===== config.mk =====
export PLATFORM = sky130hd
export DESIGN_NAME = multicycle_sequencer
export DESIGN_NICKNAME = d
export VERILOG_FILES = /design/src/rtl/proc_pkg.sv /design/src/rtl/multicycle_sequencer.sv
export SDC_FILE = /design/constraint.sdc
export NUM_CORES = 1
export LEC_CHECK = 0
export CAP_MARGIN = 30
export CORE_AREA = 2 2 221 223
export DETAILED_ROUTE_END_ITERATION = 8
export DIE_AREA = 0 0 223 225
export PLACE_DENSITY_LB_ADDON = 0.12
export RECOVER_POWER = 100
export SYNTH_ARGS = -nofsm -noshare
export SYNTH_HDL_FRONTEND = slang
export SYNTH_SLANG_ARGS = --single-unit

===== constraint.sdc =====
create_clock -name clk -period 10.9 [get_ports clk]
set_input_delay 2.725 -clock clk [delete_from_list [all_inputs] [get_ports clk]]
set_output_delay 2.725 -clock clk [all_outputs]
set_load 0.02 [all_outputs]

===== src/rtl/proc_pkg.sv =====
// Shared definitions for the multi-cycle sequencer and future pipelined
// variants of the same core.
//   state_t      : sequencer state enumeration (3-bit encoding)
//   EBREAK_INST  : EBREAK encoding, treated as a halt request
//   ZERO_INST    : all-zero word, treated as a halt (runaway fetch guard)
//   XLEN_DEFAULT : default datapath / address width
package proc_pkg;

    localparam int XLEN_DEFAULT = 64;

    localparam logic [31:0] EBREAK_INST = 32'h0010_0073;
    localparam logic [31:0] ZERO_INST   = 32'h0000_0000;

    typedef enum logic [2:0] {
        ST_BOOT   = 3'd0,
        ST_FETCH  = 3'd1,
        ST_DECODE = 3'd2,
        ST_EXEC   = 3'd3,
        ST_MEM    = 3'd4,
        ST_WB     = 3'd5,
        ST_HALT   = 3'd6
    } state_t;

    function automatic logic is_halt_inst(input logic [31:0] word);
        return (word == EBREAK_INST) || (word == ZERO_INST);
    endfunction

endpackage


===== src/rtl/multicycle_sequencer.sv =====
// Multi-cycle control sequencer. Owns pc, the instruction register, the
// latched ALU result and the memory-data register, and steps each instruction
// through FETCH / DECODE / EXEC / MEM / WB with req/valid handshakes to the
// instruction and data memories. Detects halts and counts retirements.
//
// Ports:
//   clk, reset                         clock, asynchronous active-high reset
//   imem_req/imem_addr                 fetch request (held until imem_valid)
//   imem_valid/imem_rdata              fetch response
//   inst                               instruction register, drives decode
//   dec_is_load/store/branch/reg_write decode class flags for inst
//   alu_result, br_taken, br_target    combinational datapath results
//   dmem_req/dmem_we/dmem_addr         data request (held until dmem_valid)
//   dmem_valid/dmem_rdata              data response
//   mdr, mem_to_reg, reg_write_en      write-back controls and load data
//   pc, retire, retired, halted        architectural status
module multicycle_sequencer
    import proc_pkg::*;
#(
    parameter int              XLEN     = XLEN_DEFAULT,
    parameter logic [XLEN-1:0] RESET_PC = '0,
    parameter int              CNT_W    = 32
) (
    input  logic             clk,
    input  logic             reset,
    output logic             imem_req,
    output logic [XLEN-1:0]  imem_addr,
    input  logic             imem_valid,
    input  logic [31:0]      imem_rdata,
    output logic [31:0]      inst,
    input  logic             dec_is_load,
    input  logic             dec_is_store,
    input  logic             dec_is_branch,
    input  logic             dec_reg_write,
    input  logic [XLEN-1:0]  alu_result,
    input  logic             br_taken,
    input  logic [XLEN-1:0]  br_target,
    output logic             dmem_req,
    output logic             dmem_we,
    output logic [XLEN-1:0]  dmem_addr,
    input  logic             dmem_valid,
    input  logic [XLEN-1:0]  dmem_rdata,
    output logic [XLEN-1:0]  mdr,
    output logic             mem_to_reg,
    output logic             reg_write_en,
    output logic [XLEN-1:0]  pc,
    output logic             retire,
    output logic [CNT_W-1:0] retired,
    output logic             halted
);

    state_t            state_reg, state_next;
    logic [31:0]       ir_reg, ir_next;
    logic [XLEN-1:0]   alu_q_reg, alu_q_next;
    logic [XLEN-1:0]   mdr_reg, mdr_next;
    logic [XLEN-1:0]   pc_reg, pc_next;
    logic [CNT_W-1:0]  retired_reg;
    logic              retire_reg;
    logic              retire_next;
    logic [XLEN-1:0]   pc_plus4;
    logic              is_mem;

    assign pc_plus4 = pc_reg + XLEN'(4);
    assign is_mem   = dec_is_load | dec_is_store;

    always_ff @(posedge clk or posedge reset) begin
        if (reset) begin
            state_reg   <= ST_BOOT;
            ir_reg      <= '0;
            alu_q_reg   <= '0;
            mdr_reg     <= '0;
            pc_reg      <= RESET_PC;
            retired_reg <= '0;
            retire_reg  <= 1'b0;
        end else begin
            state_reg   <= state_next;
            ir_reg      <= ir_next;
            alu_q_reg   <= alu_q_next;
            mdr_reg     <= mdr_next;
            pc_reg      <= pc_next;
            retire_reg  <= retire_next;
            if (retire_next) begin
                retired_reg <= retired_reg + CNT_W'(1);
            end
        end
    end

    always_comb begin
        state_next  = state_reg;
        ir_next     = ir_reg;
        alu_q_next  = alu_q_reg;
        mdr_next    = mdr_reg;
        pc_next     = pc_reg;
        retire_next = 1'b0;
        case (state_reg)
            ST_BOOT: begin
                state_next = ST_FETCH;
            end
            ST_FETCH: begin
                if (imem_valid) begin
                    ir_next    = imem_rdata;
                    state_next = ST_DECODE;
                end
            end
            ST_DECODE: begin
                state_next = is_halt_inst(ir_reg) ? ST_HALT : ST_EXEC;
            end
            ST_EXEC: begin
                alu_q_next = alu_result;
                if (is_mem) begin
                    state_next = ST_MEM;
                end else if (dec_is_branch) begin
                    // A taken branch to a misaligned target stops the core
                    // before anything architectural changes.
                    if (br_taken && (br_target[1:0] != 2'b00)) begin
                        state_next = ST_HALT;
                    end else begin
                        pc_next     = br_taken ? br_target : pc_plus4;
                        retire_next = 1'b1;
                        state_next  = ST_FETCH;
                    end
                end else begin
                    state_next = ST_WB;
                end
            end
            ST_MEM: begin
                if (dmem_valid) begin
                    // Store wins when both class flags are set.
                    if (dec_is_store) begin
                        pc_next     = pc_plus4;
                        retire_next = 1'b1;
                        state_next  = ST_FETCH;
                    end else begin
                        mdr_next   = dmem_rdata;
                        state_next = ST_WB;
                    end
                end
            end
            ST_WB: begin
                pc_next     = pc_plus4;
                retire_next = 1'b1;
                state_next  = ST_FETCH;
            end
            ST_HALT: begin
                state_next = ST_HALT;
            end
            default: begin
                state_next = ST_BOOT;
            end
        endcase
    end

    // Moore outputs: decoded from state and the IR-derived class flags only,
    // never from the memory valid inputs.
    assign imem_req     = (state_reg == ST_FETCH);
    assign imem_addr    = pc_reg;
    assign dmem_req     = (state_reg == ST_MEM);
    assign dmem_we      = dmem_req & dec_is_store;
    assign dmem_addr    = alu_q_reg;
    assign reg_write_en = (state_reg == ST_WB) & dec_reg_write;
    assign mem_to_reg   = (state_reg == ST_WB) & dec_is_load & ~dec_is_store;
    assign halted       = (state_reg == ST_HALT);

    // retire is registered alongside the counter, so it is high for exactly
    // the cycle in which retired first shows its incremented value.
    assign retire  = retire_reg;
    assign retired = retired_reg;
    assign inst    = ir_reg;
    assign mdr     = mdr_reg;
    assign pc      = pc_reg;

endmodule


Word-level counts from Yosys, hierarchy flattened. Cells that the tools add are included.

Flip-flop bits (word level): 260. Latch bits: 0. Memory bits (writable): 0. Memory bits (read-only): 0. Bits of input ports: 233. Output and inout bits: 327. Logic and storage cells: 60. Memories: 0.

Add/subtract/negate cells: 2. Multiply operators: 0. Divide/modulo/power cells: 0. Order comparisons: 0. Equal/unequal tests: 13. Shift operators: 0. Muxes and demuxes: 21. Bitwise logic cells: 6. Reductions and logical operators: 11.

Operators by type and width (count): 64-bit 2-to-1 mux (6); 64-bit case mux with 3 select lines (1); 64-bit by 3-bit adder with 64-bit output, second input constant (1); 32-bit by 1-bit adder with 32-bit output, second input constant (1); 32-bit by 21-bit equality test with 1-bit output, second input constant (1); 32-bit logical NOT (1); 3-bit 2-to-1 mux (7); 3-bit case mux with 6 select lines (1); 3-bit equality test, second input constant (3); 2-bit inequality test, second input constant (4); 3-bit by 2-bit equality test with 1-bit output, second input constant (2); 6-bit AND reduction (1); 1-bit 2-to-1 mux (5); 1-bit AND (4); 2-bit by 1-bit inequality test with 1-bit output, second input constant (2); 2-bit AND reduction (2); 3-bit by 1-bit equality test with 1-bit output, second input constant (1); 3-bit logical NOT (1); 1-bit case mux with 3 select lines (1); 3-bit AND reduction (1); 3-bit nonzero test (1); 2-bit nonzero test (1); 2-bit OR reduction (1); 1-bit logical AND (1); other kinds (3) (3).

Longest topological paths before layout.
Depth after elaboration: 6. Mapped depth: 9. Mapped depth without buffers: 7.

Least setup slack after synthesis. No wires, ideal clock.

Kind: in2out. Start: input port dec_is_store. End: output port mem_to_reg. Data arrival time: 3.068 ns. Data required time: 8.175 ns. Path slack: 5.107 ns. Cell stages on the path: 1. Buffers on the path: 0. Cells stage by stage: and4b_1.

Longest elaborated chain between the ends: 2.

RTL lines: start: declaration (line multicycle_sequencer.sv:32) `input logic dec_is_store,`; 1-bit inverter (no line); 1-bit AND (line multicycle_sequencer.sv:161) `assign mem_to_reg = (state_reg == ST_WB) & dec_is_load & ~dec_is_store;`; end: declaration (line multicycle_sequencer.sv:44) `output logic mem_to_reg,`.

No other way between the ends.

Worst setup path in the final report.
Start: input port br_taken. End: register pc_reg[47] (netlist: imem_addr[47]).

Longest elaborated chain between the ends: 5. Elaborated cells on any way between the ends: 8. Classes of those cells: 1 x eq/ne; 5 x mux; 2 x reduce/logical.

RTL lines: start: declaration (line multicycle_sequencer.sv:36) `input logic br_taken,`; 64-bit 2-to-1 mux (line multicycle_sequencer.sv:118) `pc_next = br_taken ? br_target : pc_plus4;`; 64-bit 2-to-1 mux (line multicycle_sequencer.sv:115) `if (br_taken && (br_target[1:0] != 2'b00)) begin`; 64-bit 2-to-1 mux (line multicycle_sequencer.sv:112) `end else if (dec_is_branch) begin`; 64-bit 2-to-1 mux (line multicycle_sequencer.sv:110) `if (is_mem) begin`; 64-bit case mux with 3 select lines (line multicycle_sequencer.sv:95) `case (state_reg)`; end signal: assignment (line multicycle_sequencer.sv:80) `pc_reg <= pc_next;`; end: declaration (line multicycle_sequencer.sv:56) `logic [XLEN-1:0] pc_reg, pc_next;`.

Several ways; a longest one is shown, not always the timed one. The select of a mux whose other input is x is not followed. A chain may end at the register's enable or synchronous reset.

==> metrics.csv <==
metric,value,unit
cts_sinks,260,
crit_fanout,49,
synthTopCellsByArea,"dfrtp_1 (53%), mux2_2 (15%), buf_4 (3.9%), a21oi_1 (2.8%), nand2_1 (2.5%)",
cp-end-kind,flop,
p_sw,2.300,mW
synth_area_per_cell,11.01,um^2
first_pass_iters,4,
postCtsSetupRepairBufs,0,
max-slew-margin-rel,-223.0,%
core,47550,um^2
worst_setup_path_start_kind,input pin,
area_growth,55.41,%
grt_use_total,19.56,%
ys_top_cells_by_count,"dfrtp_1 (260), mux2_2 (160), nand2_1 (81)",
synth_edf_count,0,
die_area,50180,um^2
p_leak,7.871,nW
whs_path_depth,1,
cts_tree,done,
min_period,7.442,ns
rows,80,
total_power,5.552,mW
rsz0062_at_grt,false,
worst-path-stages,7,
fin_util,40.32,%
drv_slew,412,
portBuffers,559,
post_drt_via_cell_ratio,4.820,
yosysSeqAreaShare,52.74,%
die_h,225,um
p_comb_share,47.2,%
cp_top_family,buffers and inverters,
dp_slack,3.896,ns
worstPathArrival,7.85,ns
via_count,10830,
finalSetupTns,0,ns
ant_nets,0,
seqPwrFrac,32.5,%
final_area,19170,um^2
ys_ff_latch,260,
drive_gt1_share,14.30,%
path_clk_slew,0.06,ns
ys.flop_type,dfrtp_1,
finalCritPeriodShare,68.28,%
yosys_warnings,0,
clk_latency,0.54,ns
fmax,0.1344,GHz
rr_worst_depth,7,
hold_violations,0,
cts_buffers,35,
grt_max_degree,160,
root_buffer,clkbuf_16,
yosys.area.top_type,dfrtp_1,
cp_slowest_cell,clkbuf_1,
dp_hpwl,37.00,mm
required,11.31,ns
synth_nets,1355,
antenna_found_initial,14,
drv_cap,7,
setup_violations,0,
synth_top_area_share,52.74,%
synth-async-reset-ratio,100.0,%
cts_buffer_depth,3,
hold_buffers,0,
wl,49.97,mm
path_buf_inv,2,
clock_skew,0.02365,ns
routabilityCongestion,0.7928,
synthCells,1120,
peakVddDrop,154.6,uV
fin_nets,1839,
overflow,0,
placed_area,18070,um^2
internal_power,3.251,mW
wl_per_cell,22.24,um
cts_htree_levels,2,
first_iter_violations,609,
worst_pin_slew,4.819,ns
grt_pass1_vias,11083,
ctsResizeCount,0,
grt_first_pass_wirelength,73.98,mm
hp-class,reg -> reg,
p_sw_share,41.43,%
violations,"max-capacitance violations, max-slew violations",
ios,560,
fin_ws,3.458,ns
p_per_area,289.6,nW/um^2
cpPeakStageDelay,1.78,ns
power.clock.fraction,20.4,%
dieWidth,223,um
outcome,"complete, but fails checks",
syn_area,12340,um^2
ys_types,67,
path_cells,dlygate4sd3_1 > o21a_1 > o32a_1 > clkbuf_1 > nor2_1 > a22o_1 > or3b_2,
start_util,25.94,%
criticalPathCategory,in -> reg,
drc,0,
yosysMostFrequentCell,dfrtp_1,
[kinds of logic after synthesis]
family	after synthesis	synth area share, %
simple gates	333	13.64
buf+inv	134	6.370
mux	162	14.77
compound gates	198	10.07
flops	260	52.74
fa+ha+maj	2	0.2028
xor+xnor	31	2.201
[final cells by class]
| type | instances | area (um^2) |
|---|---|---|
| Tap cell | 615 | 769.5 |
| Clock inverter | 11 | 83.83 |
| Sequential cell | 260 | 6506 |
| Clock buffer | 51 | 1047 |
| Multi-Input combinational cell | 726 | 5041 |
| Timing Repair Buffer | 567 | 5662 |
| Inverter | 14 | 53.80 |
| Antenna cell | 3 | 7.507 |
| Fill cell | 4681 | 28370 |
[worst paths after layout]
kind | slack [ns] | end | from
worst max-delay path | 3.46 | imem_addr[47] | br_taken
worst min-delay path | 0.48 | retired[31] | retired[31]
worst max register to register | 4.92 | imem_addr[47] | state_reg[2]
worst min register to register | 0.48 | retired[31] | retired[31]
max in group asynchronous | 4.47 | dmem_addr[40] | reset
min in group asynchronous | 4.12 | mdr[16] | reset
[layout by cell type, fill, tap and decap left out, drive strengths merged, types with 5 or more instances in the layout]
cell type,n
and3,16
clkinv,6
o22ai,16
or3,6
o22a,15
a21oi,70
or4,6
nand3,50
nand2,82
dlygate4sd3,395
a31oi,11
inv,14
xnor2,22
nor3,24
nand4,34
and4,7
o21ai,39
clkdlybuf4s50,164
xor2,9
clkbuf,56
a2bb2oi,9
dfrtp,260
nor4,15
clkinvlp,5
o21a,6
mux2,160
nor2,73
[power groups by stage]
stage	logic, mW	registers [mW]	clock network [mW]
floorplan	1.06	2.22	0
global placement	2.83	1.82	0
detailed placement	2.83	1.84	0
global route	2.78	1.89	1.21
finish	2.62	1.80	1.13
CTS	2.84	1.83	1.17
[through the flow]
step / hold WS (ns) / instances
after floorplan: 0.5777 / 1120
after global placement: 0.4665 / 2181
after detailed placement: 0.4648 / 2182
after CTS: 0.4779 / 2244
after global routing: 0.4920 / 2246
final: 0.4761 / 2247
[per-layer routing]
layer	up-vias	wire (um)	track usage (%)
li1	4977	-	-
met3	81	4298	7.145
met5	-	70	0
met1	5353	19990	23.52
met4	14	1019	4.525
met2	405	24590	33.35
(Power assumes the default switching activity.)
==> variant 1: new RTL, config.mk and constraints unchanged <==
Put one more register stage on the output `retired`. The value now appears one clock later. The other outputs are not delayed to match. Comments in the files are not updated.
--- a/src/rtl/multicycle_sequencer.sv
+++ b/src/rtl/multicycle_sequencer.sv
@@ -164,7 +164,9 @@
     // retire is registered alongside the counter, so it is high for exactly
     // the cycle in which retired first shows its incremented value.
     assign retire  = retire_reg;
-    assign retired = retired_reg;
+    always_ff @(posedge clk) begin
+        retired <= retired_reg;
+    end
     assign inst    = ir_reg;
     assign mdr     = mdr_reg;
     assign pc      = pc_reg;
Formal check against the unedited RTL: same outputs for any inputs over 4 cycles, from zero or initial values and one cycle with reset high; that may be too few to reach the edited logic, so the function may still have changed.
==> variant 1 against the original RTL <==
Setup slack worse by 0.31 ns; die area stayed put; critical path depth fell by 3; area after synthesis is 7.9% higher; sequential cell count grew 32; synthesized cell count is 17% higher; critical endpoint is now mdr[56]$_DFFE_PP0P_; clock skew is 0.0039 ns lower; clock power increased by 9.7%; power rose by 5.1%; the flow still finishes with violations (capacitance limit, slew limit); wire length up 0.73%; final area rose by 5.5%.
==> variant 1: results (changes against the original RTL) <==
metric	value	unit	change
timing.slew.headroom	-1.501		was -2.230
arrival	7.52	ns	was 7.85 ns
p_comb_frac	0.454		was 0.472
multi_input_cells	867		was 726
route.vias.total	11800		was 10830
placed_cells	2356		was 2182
avgSynthCellArea	10.15	µm²	was 11.01 µm²
hold_slack	0.3981	ns	was 0.4761 ns
nNonClkInverters	13		was 14
synthTopCellsByArea	dfrtp_1 (49%), mux2_2 (8.0%), nand2_1 (7.6%)		was dfrtp_1 (53%), mux2_2 (15%), buf_4 (3.9%)
reg2reg_to	imem_addr[62]$_DFFE_PP0P_		was imem_addr[47]$_DFFE_PP0P_
r2r_setup_slack	5.19	ns	was 4.92 ns
syn-num-nets	1546		was 1355
wl_met1	20740	µm	was 19990 µm
drtIter0Drc	756		was 609
signal_buffer_area_fraction	0.2812		was 0.2953
violations	capacitance limit, slew limit		unchanged
dp_slack	4.021	ns	was 3.896 ns
grt_use_total	0.1972		was 0.1956
gr-usage-met3	0.06115		was 0.07145
peakVddDrop	0.0001420	V	was 0.0001546 V
wl	50340	µm	was 49970 µm
met3_length	3942	µm	was 4298 µm
holdCritStartpoint	retired_reg[12]$_DFFE_PP0P_		was retired[31]$_DFFE_PP0P_
clock_area_frac	0.06102		was 0.05900
period_needed	7.751	ns	was 7.442 ns
use_met1	0.2532		was 0.2352
status	finished, violations left		unchanged
synth_seq_area_share	0.5370		was 0.5274
p_sw_frac	0.4177		was 0.4143
wl_per_cell	20.72	µm	was 22.24 µm
r2r_cells	8		was 7
numCtsBuffers	37		was 35
hold-path-endpoint	retired[12]$_DFF_P_		was retired[31]$_DFFE_PP0P_
nFillCells	4608		was 4681
whs_path_depth	0		was 1
drv_slew	323		was 412
max_cap_viol_count	5		was 7
n_clock_buffer	54		was 51
grt_pass1_wl	75720	µm	was 73980 µm
cp-startpoint	reset		was br_taken
p_sw	2437	µW	was 2300 µW
[variant 1: cell types whose count changed after synthesis, moves of 15 or more]
cell,change
buf_2,+15
o21ai_0,-18
dfxtp_1,+32
a21oi_1,-25
nand4_1,+23
nand2_1,+188
mux2_2,-65
[variant 1: kinds of logic (layout without fill, tap and decap cells)]
group | after synthesis | count (layout) | share of synthesized area
simple gates | 577 | 577 | 0.2127
buf+inv | 152 | 649 | 0.06336
other cells | 0 | 6 | 0
compound gates | 159 | 159 | 0.08189
fa+ha+maj | 2 | 2 | 0.001880
flops | 292 | 292 | 0.5370
mux | 98 | 98 | 0.08282
xor+xnor | 31 | 31 | 0.02040
[variant 1: critical path, stage by stage]
cell	delay [ns]
dlygate4sd3_1	0.54
clkinvlp_2	0.86
buf_16	0.44
clkbuf_2	2.55
[variant 1: per-stage QoR]
stage               instance area (µm²)  utilization
floorplan                         13310            -
detailed placement                19000       0.3996
CTS                               20230       0.4255
finish                            20220       0.4252
global placement                  19000       0.3996
global route                      20220       0.4252
==> variant 2: new RTL, same settings <==
Made on the original files. Set the parameter `CNT_W` to 28 (it was 32).
--- a/src/rtl/multicycle_sequencer.sv
+++ b/src/rtl/multicycle_sequencer.sv
@@ -19,7 +19,7 @@
 #(
     parameter int              XLEN     = XLEN_DEFAULT,
     parameter logic [XLEN-1:0] RESET_PC = '0,
-    parameter int              CNT_W    = 32
+    parameter int              CNT_W    = 28
 ) (
     input  logic             clk,
     input  logic             reset,
Ports: changed (resized retired); port bits go from 560 to 556. The function was not compared with the original's and may differ.
==> variant 2 against the original RTL <==
The flow still finishes with violations (capacitance limit, slew limit); sequential cell count down 4; sequential share of layout area down 0.47 points; first-iteration DRC count up 21%; final area down 0.14%; area after synthesis up 1.3%; fmax down 11%; power down 2.1%; wire length up 0.89%; global-route usage about the same; non-clock buffer count down 5; setup slack worse by 0.88 ns; core utilization down 0.058 points; critical path type unchanged; critical endpoint is now imem_addr[59]$_DFFE_PP0P_; largest power group unchanged; highest routed layer unchanged.
==> variant 2: results (changes against the original RTL) <==
metric	value	unit	change
nFillCells	4658		was 4681
p_total	5436	µW	was 5552 µW
grt_use_total	0.1959		was 0.1956
grt_pass1_wl	74980	µm	was 73980 µm
synth_compound_gate_area_share	0.08931		was 0.1007
synthMuxAreaShare	0.1484		was 0.1477
arrival	8.74	ns	was 7.85 ns
synth_seq_area_share	0.5126		was 0.5274
antenna_found_initial	9		was 14
holdCritStartpoint	retired[27]$_DFFE_PP0P_		was retired[31]$_DFFE_PP0P_
syn_inst	1114		was 1120
numCtsBuffers	34		was 35
drv_slew	298		was 412
wl_per_cell	22.67	µm	was 22.24 µm
critPathMaxFanout	62		was 49
io_buffers	555		was 559
first_global_vias	11110		was 11080
timing.slew.headroom	-2.477		was -2.230
r2r_setup_slack	5.10	ns	was 4.92 ns
grt_max_degree	151		was 160
wl	50420	µm	was 49970 µm
reg2reg_to	imem_addr[59]$_DFFE_PP0P_		was imem_addr[47]$_DFFE_PP0P_
gp_congestion	0.8184		was 0.7928
status	finished, violations left		unchanged
synthTopCellsByArea	dfrtp_1 (51%), mux2_2 (15%), buf_4 (4.0%)		was dfrtp_1 (53%), mux2_2 (15%), buf_4 (3.9%)
synth_adder_area_share	0.002002		was 0.002029
max_cap_viol_count	4		was 7
yosys.area_share.xor_xnor	0.01892		was 0.02201
violations	capacitance limit, slew limit		unchanged
synth_common_cells	dfrtp_1 (256), mux2_2 (162), buf_4 (66)		was dfrtp_1 (260), mux2_2 (160), nand2_1 (81)
hold-path-endpoint	retired[27]$_DFFE_PP0P_		was retired[31]$_DFFE_PP0P_
dp_slack	3.847	ns	was 3.896 ns
==> variant 2: cell count changes after synthesis, sizes merged, moves of 9 or more <==
| cell | change |
|---|---|
| buf | +10 |
| and3 | +10 |
| nand2 | -17 |
| o22a | -11 |
| nor2 | -26 |
| a21oi | -26 |
| nor4 | +11 |
| nand3 | +10 |
| or3 | +13 |
| nor3 | +9 |
==> variant 2: layout make-up <==
type / instances / area share
antenna: 2 / 0.0002614
clock buffer: 52 / 0.05379
clock inverter: 3 / 0.001111
inverter: 11 / 0.002222
multi-input combinational: 723 / 0.2750
sequential: 256 / 0.3346
tap: 615 / 0.04020
timing repair buffer: 562 / 0.2928
==> variant 2: worst max path at each step <==
stage          cells after the start                   endpoint    startpoint  slack [ns]
3_5_place_dp                       3                 mem_to_reg  dec_is_store        3.85
5_1_grt                            8  imem_addr[59]$_DFFE_PP0P_  dec_is_store        2.13
3_3_place_gp                       3                 mem_to_reg  dec_is_store        3.86
2_1_floorplan                      1   dmem_addr[0]$_DFFE_PP0P_         reset        1.13
4_1_cts                            3                 mem_to_reg  dec_is_store        3.85
6_report                           8  imem_addr[59]$_DFFE_PP0P_  dec_is_store        2.58
==> variant 2: metal layers <==
layer,up-vias,share of wire,GRT usage
met5,-,0.0010,0
met4,10,0.018,0.04979
met3,60,0.081,0.06271
met2,435,0.50,0.3393
met1,5452,0.40,0.2351
li1,5015,-,-
==> variant 2: critical path: stages <==
cell	delay (ns)
dlygate4sd3_1	0.66
or3b_1	0.45
o32a_1	0.67
inv_1	0.28
clkbuf_1	2.03
nand2_1	1.04
or4_1	0.69
and3_1	0.17
